**src/rtl/thumb_fetch_aligner.sv**
```systemverilog
// rtl/thumb_fetch_aligner.sv - IF/ID fetch producer: 2-word fetch queue, Thumb halfword sequencing, redirect and discard.
module thumb_fetch_aligner #(
  parameter int               ADDR_W   = 32,
  parameter int               INSTR_W  = 32,
  parameter logic [ADDR_W-1:0] RESET_PC = '0
) (
  input  logic               clock,
  input  logic               reset,
  input  logic               in_ThumbState,
  input  logic               in_ChangePC,
  input  logic [ADDR_W-1:0]  in_ChangePCAddress,
  input  logic               in_MEMChangePC,
  input  logic [ADDR_W-1:0]  in_MEMChangePCAddress,
  output logic               out_FetchRequest,
  output logic [ADDR_W-1:0]  out_FetchAddress,
  input  logic               in_FetchValid,
  input  logic [INSTR_W-1:0] in_FetchData,
  input  logic               in_Stall,
  output logic               out_ValidInstruction_IFID,
  output logic [INSTR_W-1:0] out_PipelineRegister_IFID,
  output logic [ADDR_W-1:0]  out_AddressGoWithInstruction
);

  logic [INSTR_W-1:0] r_q_data [2];
  logic [ADDR_W-3:0]  r_q_addr [2];
  logic [1:0]         r_count;
  logic               r_head;
  logic               r_half;
  logic               r_thumb_q;
  logic               r_discard;
  logic               r_req;
  logic [ADDR_W-1:0]  r_fetch_ptr;
  logic [ADDR_W-1:0]  r_req_addr;

  logic               w_redirect;
  logic [ADDR_W-1:0]  w_target;
  logic               w_resp;
  logic               w_push;
  logic               w_accept;
  logic               w_pop;
  logic               w_tail;
  logic [1:0]         w_count_nxt;
  logic [ADDR_W-1:0]  w_fetch_ptr_nxt;
  logic               w_discard_nxt;
  logic               w_half_nxt;
  logic               w_req_nxt;
  logic [ADDR_W-1:0]  w_req_addr_nxt;
  logic               w_unused;

  assign w_redirect = in_ChangePC | in_MEMChangePC;
  assign w_target   = in_MEMChangePC ? in_MEMChangePCAddress : in_ChangePCAddress;
  assign w_resp     = r_req & in_FetchValid;
  assign w_push     = w_resp & ~r_discard & ~w_redirect;
  assign w_accept   = (r_count != 2'd0) & ~in_Stall;
  assign w_pop      = w_accept & (~in_ThumbState | r_half);
  assign w_tail     = r_head ^ r_count[0];
  assign w_unused   = &{1'b0, w_target[0]};

  always_comb begin
    w_count_nxt     = r_count;
    w_fetch_ptr_nxt = r_fetch_ptr;
    w_discard_nxt   = r_discard;
    w_half_nxt      = r_half;
    if (w_redirect) begin
      w_count_nxt     = 2'd0;
      w_fetch_ptr_nxt = {w_target[ADDR_W-1:2], 2'b00};
      // An in-flight request that has not returned must be thrown away when it does.
      w_discard_nxt   = r_req & ~in_FetchValid;
      w_half_nxt      = w_target[1] & in_ThumbState;
    end else begin
      w_count_nxt = r_count + 2'(w_push) - 2'(w_pop);
      if (w_push)
        w_fetch_ptr_nxt = r_fetch_ptr + ADDR_W'(4);
      if (w_resp)
        w_discard_nxt = 1'b0;
      if (in_ThumbState != r_thumb_q)
        w_half_nxt = 1'b0;
      else if (w_accept)
        w_half_nxt = in_ThumbState & ~r_half;
    end
    w_req_nxt      = (w_count_nxt != 2'd2) | w_discard_nxt;
    w_req_addr_nxt = (~r_req | in_FetchValid) ? w_fetch_ptr_nxt : r_req_addr;
  end

  always_ff @(posedge clock) begin
    if (reset) begin
      r_q_data    <= '{default: '0};
      r_q_addr    <= '{default: '0};
      r_count     <= 2'd0;
      r_head      <= 1'b0;
      r_half      <= 1'b0;
      r_thumb_q   <= 1'b0;
      r_discard   <= 1'b0;
      r_req       <= 1'b0;
      r_fetch_ptr <= RESET_PC;
      r_req_addr  <= RESET_PC;
    end else begin
      r_count     <= w_count_nxt;
      r_half      <= w_half_nxt;
      r_thumb_q   <= in_ThumbState;
      r_discard   <= w_discard_nxt;
      r_req       <= w_req_nxt;
      r_fetch_ptr <= w_fetch_ptr_nxt;
      r_req_addr  <= w_req_addr_nxt;
      if (w_redirect)
        r_head <= 1'b0;
      else if (w_pop)
        r_head <= ~r_head;
      if (w_push) begin
        r_q_data[w_tail] <= in_FetchData;
        r_q_addr[w_tail] <= r_req_addr[ADDR_W-1:2];
      end
    end
  end

  assign out_FetchRequest             = r_req;
  assign out_FetchAddress             = r_req_addr;
  assign out_ValidInstruction_IFID    = (r_count != 2'd0);
  assign out_PipelineRegister_IFID    = r_q_data[r_head];
  assign out_AddressGoWithInstruction = {r_q_addr[r_head], r_half & in_ThumbState, 1'b0};

endmodule

```
**config.mk**
```make
export PLATFORM = sky130hd
export DESIGN_NAME = thumb_fetch_aligner
export DESIGN_NICKNAME = d
export VERILOG_FILES = /design/src/rtl/thumb_fetch_aligner.sv
export SDC_FILE = /design/constraint.sdc
export NUM_CORES = 1
export LEC_CHECK = 0
export CORE_ASPECT_RATIO = 0.8
export CORE_MARGIN = 2
export CORE_UTILIZATION = 54
export CTS_CLUSTER_SIZE = 28
export DETAILED_ROUTE_END_ITERATION = 10
export PLACE_DENSITY = 0.84
export REMOVE_ABC_BUFFERS = 1
export SKIP_LAST_GASP = 1
export SYNTH_ARGS = -nofsm -noshare
export SYNTH_HDL_FRONTEND = slang
export SYNTH_SLANG_ARGS = --single-unit
```
**constraint.sdc**
```tcl
create_clock -name clock -period 4.28 [get_ports clock]
set_input_delay 1.07 -clock clock [delete_from_list [all_inputs] [get_ports clock]]
set_output_delay 1.07 -clock clock [all_outputs]
set_load 0.01 [all_outputs]
```
==> run metrics, run 1 <==
switching power as a share of total power=25.69%; pins over their slew limit=0; kind of end point of the critical path=output pin; share of total power in sequential cells=49.9%; maximum number of pins on one net before global-route repair=118; count of boundary I/O pins=201; grt ovf=0; cell area after synthesis=8416 um2; part of the power in combinational logic=11.1%; Top FF cell, synth=sky130_fd_sc_hd__dfxtp_1; total clock sinks=195; share of the yosys chip area belonging to registers=46.39%; overall die height=115.7 um; worst clock skew on the final layout=9.226 ps; post-synthesis register bit count=195; global-route wire length before repair=35840 um; iteration count of the initial detailed-routing pass=5; clock root buffer=sky130_fd_sc_hd__clkbuf_16; count of cells resized by post-cts repair=0; final RePlAce weighted congestion=0.8571; most frequent cells in the layout=sky130_fd_sc_hd__nand2_1 (269), sky130_fd_sc_hd__clkdlybuf4s50_1 (196), sky130_fd_sc_hd__dfxtp_1 (194), sky130_fd_sc_hd__a21oi_1 (133), sky130_fd_sc_hd__mux2_2 (63); Initial Util=55.68%; FILL cells=1223; combined area of the multi-input logic cells=4197 um2; Post-synth EDFFs=0; post-placement setup slack=698.0 ps; worst-case setup margin in the final layout=826.5 ps; critical path required time=3210 ps; NumNets Final=1279; number of global-route vias before repair=7023; post-route DRC violation count=0; Final Non-Filler Cells=1397; number of H-tree branching levels=4; arrival time of the worst setup path=2380 ps; clock group share of total power=38.9%; initial antenna violation count=1; mean instance size in the synthesized netlist=8.308 um2; average detailed-routed wire length per instance=16.39 um; status=complete, no violations; worst IR drop on VDD=0.0002763 V; total net switching power=0.9955 mW; fraction of final layout cells sized beyond drive strength 1=11.13%; clock buffers created by TritonCTS=17; All-Layer GR Usage=27.26%; Avg Vias per Cell=5.522; post-CTS setup-driven buffer insertion count=0; standard cell core area=15110 um2; post-synthesis async set-or-reset flop share=0%; launching element type of the critical path=flip-flop; sum of routed wire length over all layers=22890 um; number of I/O port buffers=197; CTS max path bufs=2; Cells after DPL=1364; WHS=453.0 ps; count of mapped cells out of synthesis=1013; storage element area=3908 um2; PwrDens=349.1 nW/um2; share of the clock period used by the worst path after layout=80.69%; Max Cap Violations=0; Post-DRT Antenna Nets=0; Vias=7714; normalized max-slew margin=35.44%; path category of the worst min-delay check=flip-flop to flip-flop; most common cell after layout, fill and taps aside=sky130_fd_sc_hd__nand2_1; largest fanout on the critical path=63; number of design-rule violations left by the first detailed-router iteration=572; Tightest Pin Transition=968.4 ps; internal power contribution=2.880 mW; type of the worst setup path=flip-flop to output pin; TritonCTS clock tree=done; Setup TNS=0 ps; Final HPWL DP=14770 um; cts-stage hold buffer count=0; Row Count=40; unrepaired setup endpoints after global routing=false; yosys warns=0; Die Outline Area=16610 um2; Fmax=289.6 MHz; clock transition time at the flip-flop clock pins of the worst setup and hold paths=70 ps; Area Overhead vs Synth=31.89%; chip width=143.6 um; Final Critical Period=3453 ps; Leakage=3.916 nW; # setup viols final=0; Final Hold Fails=0; unique cell type count in the Yosys netlist=59; clock insertion delay at the later pin of the skew report=430 ps
[per-layer routing]
metal | routed length [um] | global-route usage [%] | up-vias
li1 | - | - | 3779
met1 | 10300 | 37.45 | 3649
met2 | 10500 | 44.03 | 268
met3 | 1919 | 6.570 | 16
met4 | 163 | 6.078 | 2
met5 | 13 | 0 | -
[state kept, by name, indices dropped and copies added (netlist names)]
signal            count
r_q_addr             60
r_fetch_ptr          32
out_FetchAddress     32
r_head                1
r_half                1
r_thumb_q             1
out_FetchRequest      1
r_discard             1
r_q_data             64
r_count               2
[kinds of logic (layout without fill, tap and decap cells)]
logic type / Yosys count / after routing / synth area share, %
simple gates: 419 / 419 / 21.81
compound gates: 215 / 215 / 15.03
flops: 195 / 195 / 46.39
buf+inv: 82 / 255 / 4.103
mux: 70 / 70 / 9.263
xor+xnor: 28 / 28 / 2.914
fa+ha+maj: 3 / 3 / 0.4461
other cells: 1 / 2 / 0.04456
[worst max-delay path, cell delays in order (launching register included)]
cell and delay [ps]:
sky130_fd_sc_hd__dfxtp_4 990, sky130_fd_sc_hd__mux2_2 420, sky130_fd_sc_hd__clkdlybuf4s50_1 500
[layout make-up]
class                      instances  share of cell area [%]
antenna                            1                 0.02255
clock buffer                      18                   3.957
clock inverter                    14                   1.105
inverter                          10                  0.3382
multi-input combinational        736                   37.81
sequential                       195                   35.20
tap                              210                   2.367
timing repair buffer             213                   19.20
[final timing paths]
check | startpoint | to | slack (ps) | depth (start not counted)
worst max-delay path | r_head$_SDFFE_PP0N_ | out_AddressGoWithInstruction[25] | 830 | 2
worst min-delay path | r_q_data[56]$_SDFFE_PP0P_ | r_q_data[56]$_SDFFE_PP0P_ | 450 | 2
worst max register to register | r_head$_SDFFE_PP0N_ | r_q_data[28]$_SDFFE_PP0P_ | 1400 | 6
worst min register to register | r_q_data[56]$_SDFFE_PP0P_ | r_q_data[56]$_SDFFE_PP0P_ | 450 | 2
[power groups by stage]
stage	clock network, mW	logic (mW)	registers [mW]
detailed placement	0	0.426	1.97
finish	1.51	0.432	1.93
floorplan	0	0.157	1.97
global placement	0	0.421	1.97
global route	1.61	0.465	1.94
CTS	1.53	0.430	1.93
[synthesized netlist by cell type (all sizes together), types with 2 or more instances]
library cell / n / area, um2
inv: 9 / 33.78
xnor2: 20 / 175.2
ha: 3 / 37.54
mux2i: 7 / 70.07
a222oi: 3 / 30.03
nand4: 9 / 56.30
a22oi: 2 / 15.01
nor2: 60 / 225.2
a21o: 3 / 22.52
xor2: 8 / 70.07
nand4b: 2 / 32.53
nand3: 14 / 70.07
o22ai: 14 / 87.58
a21oi: 133 / 665.6
and4: 4 / 35.03
and2: 9 / 58.81
o21ai: 17 / 85.08
and3: 4 / 25.02
nand3b: 12 / 90.09
a211oi: 20 / 150.1
buf: 7 / 53.80
or3: 4 / 26.28
o31ai: 7 / 66.31
a221oi: 2 / 17.52
nor3: 18 / 95.09
nand2: 271 / 1022
nor2b: 3 / 18.77
a211o: 2 / 18.77
o221ai: 4 / 35.03
nor4: 5 / 46.29
mux2: 63 / 709.4
clkbuf: 65 / 254.0
dfxtp: 195 / 3904
[per-stage QoR]
stage	utilization [%]	total power, mW	instance area [um2]
finish	73.44	3.875	11100
CTS	73.42	3.892	11100
floorplan	-	2.130	8108
global placement	69.70	2.394	10540
global route	73.42	4.020	11100
detailed placement	69.70	2.401	10540
Note: power is estimated with default switching activity, not from simulation.
==> run 2, diff against run 1 <==
Settings changed: CORE_UTILIZATION 54 to 50, PLACE_DENSITY 0.84 to 0.78.
Clock period 4.28 ns to 3.5 ns, I/O delays scaled along.
==> run metrics, run 2 (synthesis results as in run 1) <==
share of the clock period used by the worst path after layout=91.37%; Placement Cell Area=10630 um2; PnR Total Power=4.810 mW; critical path required time=2620 ps; iteration count of the initial detailed-routing pass=6; type of the worst setup path=flip-flop to output pin; most frequent cells in the layout=sky130_fd_sc_hd__nand2_1 (269), sky130_fd_sc_hd__clkdlybuf4s50_1 (196), sky130_fd_sc_hd__dfxtp_1 (194), sky130_fd_sc_hd__a21oi_1 (133), sky130_fd_sc_hd__mux2_2 (63); Area Overhead vs Synth=33.11%; NumNets Final=1288; Post-DRT Antenna Nets=0; fraction of final layout cells sized beyond drive strength 1=11.72%; Fmax=312.7 MHz; clock insertion delay at the later pin of the skew report=430 ps; reg-to-reg setup timing slack=1150 ps; post-route standard cell area excluding fillers=11200 um2; post-CTS setup-driven buffer insertion count=0; Worst Reg-to-Reg Cells=8; Worst path max stage delay=690 ps; All-Layer GR Usage=25.60%; average detailed-routed wire length per instance=16.46 um; number of I/O port buffers=197; Core Util, Final=67.89%; number of global-route vias before repair=7236; maximum number of pins on one net before global-route repair=107; most common cell after layout, fill and taps aside=sky130_fd_sc_hd__nand2_1; worst-case setup margin in the final layout=301.9 ps; clock buffers created by TritonCTS=17; post-placement setup slack=147.5 ps; path category of the worst min-delay check=flip-flop to flip-flop; final RePlAce weighted congestion=0.8751; global-route wire length before repair=36510 um; crit path cell chain=buf_4, mux2_2, clkdlybuf4s50_1; clock root buffer=sky130_fd_sc_hd__clkbuf_16; unrepaired setup endpoints after global routing=false; Initial Util=51.00%; sum of routed wire length over all layers=23290 um; Hold EP=r_q_data[54]$_SDFFE_PP0P_; number of design-rule violations left by the first detailed-router iteration=565; pins over their slew limit=0; post-route DRC violation count=0; registers with the most flip-flops=r_q_data: 64 flops, r_q_addr: 60 flops; # setup viols final=0; met2 capacity usage during global routing=41.68%; chip width=149.1 um; startpoint of the tightest hold check path=r_q_data[54]$_SDFFE_PP0P_; FF-to-FF End=out_FetchRequest$_SDFF_PP0_; status=complete, no violations; clock transition time at the flip-flop clock pins of the worst setup and hold paths=70 ps; Final Critical Period=3198 ps; normalized max-slew margin=56.74%; grt peak-use layer=met2; Setup TNS=0 ps; kind of end point of the critical path=output pin; Max Cap Violations=0; slowest stage cell on the critical path=sky130_fd_sc_hd__dfxtp_4; standard cell core area=16500 um2; Leakage=3.961 nW; launching element type of the critical path=flip-flop; largest fanout on the critical path=27; initial antenna violation count=0; Final Non-Filler Cells=1415; number of instances on the worst hold path=2; WHS=451.2 ps; Tightest Pin Transition=648.9 ps; FILL cells=1391; register name with the most flops=r_q_data; launch instance of the worst register-to-register path=out_FetchRequest$_SDFF_PP0_; met1 Resource Use GR=34.05%; worst clock skew on the final layout=10.24 ps; count of boundary I/O pins=201; TritonCTS clock tree=done; total clock sinks=195; arrival time of the worst setup path=2320 ps; diode count=0; Cells after DPL=1383; number of H-tree branching levels=4; PwrDens=429.4 nW/um2; count of cells resized by post-cts repair=0; grt ovf=0; overall die height=120.0 um; flip-flop count of the largest register, all copies and words added=64; Row Count=42; Final HPWL DP=15190 um; Vias=7746; CTS max path bufs=2; Avg Vias per Cell=5.474; worst IR drop on VDD=0.0003204 V; Die Outline Area=17890 um2; Final Hold Fails=0; met3 usage in global routing=6.578%; cts-stage hold buffer count=0
-- run 2: power by group --
group	switching (mW)	internal (mW)	leakage, nW
Combinational	0.253	0.283	2.10
Clock	0.903	1.01	0.271
Sequential	0.0731	2.29	1.59
Total	1.23	3.58	3.96
-- run 2: per-layer routing --
layer | routed length (um) | vias up
met2 | 10540 | 268
met5 | 0 | -
met3 | 1929 | 24
met1 | 10520 | 3653
li1 | - | 3801
met4 | 308 | 0
-- run 2: critical path: cells and delay by family, from the launching register on --
| family | cells | cell delay, ps |
|---|---|---|
| buf+inv | 2 | 830 |
| flops | 1 | 690 |
| mux | 1 | 370 |
-- run 2: final cells by class --
| type | instances | area [um2] | share of cell area [%] |
|---|---|---|---|
| Tap cell | 220 | 275.3 | 2.457 |
| Clock buffer | 18 | 429.2 | 3.831 |
| Inverter | 10 | 37.54 | 0.3351 |
| Timing Repair Buffer | 222 | 2211 | 19.74 |
| Sequential cell | 195 | 3908 | 34.88 |
| Clock inverter | 14 | 145.1 | 1.296 |
| Multi-Input combinational cell | 736 | 4197 | 37.46 |
-- run 2: worst max path at each step --
stage                                        to                 from  cells after the start
6_report       out_AddressGoWithInstruction[17]  r_head$_SDFFE_PP0N_                      3
5_1_grt        out_AddressGoWithInstruction[17]  r_head$_SDFFE_PP0N_                      3
4_1_cts        out_AddressGoWithInstruction[17]  r_head$_SDFFE_PP0N_                      3
3_5_place_dp        out_FetchRequest$_SDFF_PP0_        in_FetchValid                      9
3_3_place_gp        out_FetchRequest$_SDFF_PP0_        in_FetchValid                      9
2_1_floorplan         r_q_addr[30]$_SDFFE_PP0P_          in_ChangePC                      5
==> edit 1 (settings of run 2) <==
Set the parameter `ADDR_W` to 24 (it was 32).
--- a/src/rtl/thumb_fetch_aligner.sv
+++ b/src/rtl/thumb_fetch_aligner.sv
@@ -1,6 +1,6 @@
 // rtl/thumb_fetch_aligner.sv - IF/ID fetch producer: 2-word fetch queue, Thumb halfword sequencing, redirect and discard.
 module thumb_fetch_aligner #(
-  parameter int               ADDR_W   = 32,
+  parameter int               ADDR_W   = 24,
   parameter int               INSTR_W  = 32,
   parameter logic [ADDR_W-1:0] RESET_PC = '0
 ) (
Ports: changed (resized in_ChangePCAddress, in_MEMChangePCAddress, out_AddressGoWithInstruction and out_FetchAddress); port bits go from 201 to 169. No check against the original RTL was run, so the function may have changed too.
==> edit 1 against run 2 <==
Utilization up 1.7 points. Sequential cell count shrank 32. Count of clock-buffer cells in the layout up 1. Cell area fell by 15%. Synthesized area fell by 16%. Critical endpoint is now out_AddressGoWithInstruction[21]. Hold slack got worse by 1.9 ps. Critical path type unchanged. Worst setup slack better by 170 ps. First-iteration DRC count is 29% lower. Total power is 11% lower. Combinational power is 24% lower. Wire length down 19%.
==> edit 1: results (changes against run 2) <==
status=finished clean; Tap Cells=180 (-18%); Detailed Route WL=18,800 µm (-19%); Multi-Input Combinational=629 (-15%); Worst Tran Pin Value=964.4 ps (+315.6 ps); first-pass GRT wire length=29,840 µm (-18%); XOR/XNOR share of the synthesized area=0.02863 (-0.0005133); TritonRoute pass-1 iters=5 (-1); Post-Place Worst Slack=352.2 ps (+204.6 ps); share of post-route cells with drive strength above 1=0.1171 (about the same); PD cells=452.8 mW/mm² (+5.4%); fraction of area in multi-input gates=0.3699 (-0.004764); non-clk buf share=0.1957 (-0.001689); largest net degree at the start of global routing=70 (-35%); cell leakage power=3.389 nW (-14%); clkbuf count=19 (+1); Sink Count=163 (-16%); adder-cell share of the synthesized area=0.003556 (-0.0009041); # nets final=1,094 (-15%); clk_skew=17.09 ps (+6.852 ps); vias in the first global route=6,086 (-16%); global routing usage on met1=0.3291 (-0.01133); post-synthesis mux area share=0.09068 (-0.001943); Area contributors post-synth=dfxtp_1, nand2_1, a21oi_1; Synth cell types=48 (-19%); Mean Syn Cell Area=8.163 µm² (-1.7%)
[edit 1: path summary, 6_finish.rpt]
kind         cells after the start                      start  slack (ps)                           endpoint
max                              3        r_head$_SDFFE_PP0P_         470   out_AddressGoWithInstruction[21]
min                              2  r_q_data[58]$_SDFFE_PP0P_         450          r_q_data[58]$_SDFFE_PP0P_
max reg2reg                      6  r_fetch_ptr[5]$_SDFF_PP0_        1080  out_FetchAddress[23]$_SDFFE_PP0N_
min reg2reg                      2  r_q_data[58]$_SDFFE_PP0P_         450          r_q_data[58]$_SDFFE_PP0P_
[edit 1: report_power, final]
part           internal [mW]  switching [mW]  leakage (nW)
clock network           1.16           0.766         0.292
logic                  0.218           0.192          1.77
registers               1.91          0.0532          1.33
total                   3.29            1.01          3.39
[edit 1: worst max-delay path, stage by stage, from the launching register on]
cell and delay [ps]:
dfxtp_2 330, buf_4 460, mux2_2 400, clkdlybuf4s50_1 500
==> edit 2 (settings of run 2) <==
Without the edit above. Make the reset (`reset`) asynchronous in one clocked block.
--- a/src/rtl/thumb_fetch_aligner.sv
+++ b/src/rtl/thumb_fetch_aligner.sv
@@ -82,7 +82,7 @@
     w_req_addr_nxt = (~r_req | in_FetchValid) ? w_fetch_ptr_nxt : r_req_addr;
   end
 
-  always_ff @(posedge clock) begin
+  always_ff @(posedge clock or posedge reset) begin
     if (reset) begin
       r_q_data    <= '{default: '0};
       r_q_addr    <= '{default: '0};
Function: differs if reset is asserted again (counterexample within 4 cycles, from zero or initial values and one cycle with reset high); with reset held inactive, the same outputs for 4 cycles.
==> edit 2 against run 2 <==
Fmax is 3.6% lower. Utilization is 0.10 points lower. Wire length is 5.9% lower. Synthesized area is 6.1% higher. Sequential cell count stayed put. Cell area is 5.5% higher. Worst setup slack worse by 120 ps.
Power is not compared: it rests on default switching activity, and its combinational part moved more than twofold at a synthesized area within 25%.
==> edit 2: results (changes against run 2) <==
status=finished clean; Synth cell types=51 (-14%); Area contributors post-synth=dfrtp_1, mux2_2, a21oi_1; total CTS buffers=17 (unchanged); met2 Use GR=0.3856 (-0.03116); vias in the first global route=6,802 (-6.0%); Top Registers=r_q_data x64, r_q_addr x60; GR Layer Usage met3=0.06940 (+0.003621); Max FO, Critical Path=24 (-11%); initial antenna violation count=0 (unchanged); Async S/R FF share, synth=1.000 (+1.000); cell leakage power=4.941 nW; routed vias=6,351 (-18%); hold endpoint=r_fetch_ptr[0]$_DFF_PP0_; global routing usage on met1=0.3057 (-0.03476); Detailed Route WL=21,910 µm (-5.9%); HPWL after detailed placement=15,380 µm (+1.3%); DR iter-0 viols=306 (-46%); FF-to-FF setup slack=1080 ps (-70 ps); final hold slack=487.4 ps (+36.21 ps); CP max stage cell=dfrtp_2; Clock Latency Late Sink=430 ps (about the same); total track usage=0.2353 (-0.02074); PortBufs=197 (unchanged); clk_skew=12.11 ps (+1.863 ps); crit path from=r_head$_DFFE_PP0P_; list of most frequent post-synthesis cells=mux2_2, dfrtp_1, a21oi_1; fillers=1,253 (-9.9%); CP peak stage delay=770 ps (+80 ps); Max transition margin=0.4958 (-0.07159); reg2reg path depth=6 (-2); Crit Reg-Reg Startpoint=r_fetch_ptr[2]$_DFF_PP0_; largest net degree at the start of global routing=91 (-15%); hold path startpoint=r_fetch_ptr[0]$_DFF_PP0_; post-route insts no fill=1,133 (-20%); # nets final=1,000 (-22%); Post-Place Worst Slack=227.4 ps (+79.90 ps); TritonRoute pass-1 iters=4 (-2); R2R Path End=out_FetchAddress[22]$_DFFE_PP0N_; period utilisation layout=0.9476 (+0.03384); placed instance area=0.01124 mm² (+5.7%); Sw Pwr=1.670 mW; Critical Path AT=2440 ps (+120 ps); crit path to=out_AddressGoWithInstruction[11]; Mean Syn Cell Area=12.78 µm² (+54%); share of post-route cells with drive strength above 1=0.2885 (+0.1714); Diodes inserted=0 (unchanged); first-pass GRT wire length=34,910 µm (-4.4%); WHS Path Cells=1 (-1); Util after Layout=0.6779 (-0.001011); Final Wtd Congestion=0.8203 (-6.3%); Seq/Total Area, Yosys=0.5464 (+0.08250)
[edit 2: cell count changes in the layout (fill, tap and decap cells not counted), sizes merged, moves of 6 or more]
cell	before	now
a211oi	20	1
a21oi	133	34
a31oi	0	7
dfrtp	0	195
dfxtp	195	0
mux2	63	197
nand2	271	24
nand3b	12	1
nor2	60	33
nor3	18	8
xnor2	20	14
xor2	8	18
[edit 2: kinds of logic after synthesis]
group,share of synthesized area
other cells,0.0004199
fa+ha+maj,0.002801
xor+xnor,0.03138
flops,0.5464
simple gates,0.07607
buf+inv,0.02522
compound gates,0.06711
mux,0.2506
[edit 2: power groups by stage]
| stage | logic, mW | clock network (mW) | registers (mW) |
|---|---|---|---|
| floorplan | 0.752 | 0 | 2.79 |
| global placement | 1.50 | 0 | 2.81 |
| detailed placement | 1.54 | 0 | 2.84 |
| CTS | 1.55 | 1.97 | 2.80 |
| global route | 1.64 | 2.07 | 2.85 |
| finish | 1.54 | 1.93 | 2.80 |
[edit 2: layout make-up]
cell class                      instances  area share
Clock inverter                         13     0.01249
Clock buffer                           19     0.03664
Sequential cell                       195      0.4131
Tap cell                              225     0.02382
Timing Repair Buffer                  219      0.1862
Inverter                                7    0.002859
Multi-Input combinational cell        455      0.3250
[edit 2: worst reg2reg max path: stages (launching register included)]
cell	delay, ps
dfrtp_1	410
ha_1	220
nand4_1	290
nor3_1	720
nand4_1	200
xor2_1	200
a221oi_1	270
[edit 2: metal layers]
metal,vias to the layer above,part of all wire
met1,3190,0.43
met2,205,0.47
li1,2928,-
met4,0,0.017
met5,-,0
met3,28,0.073
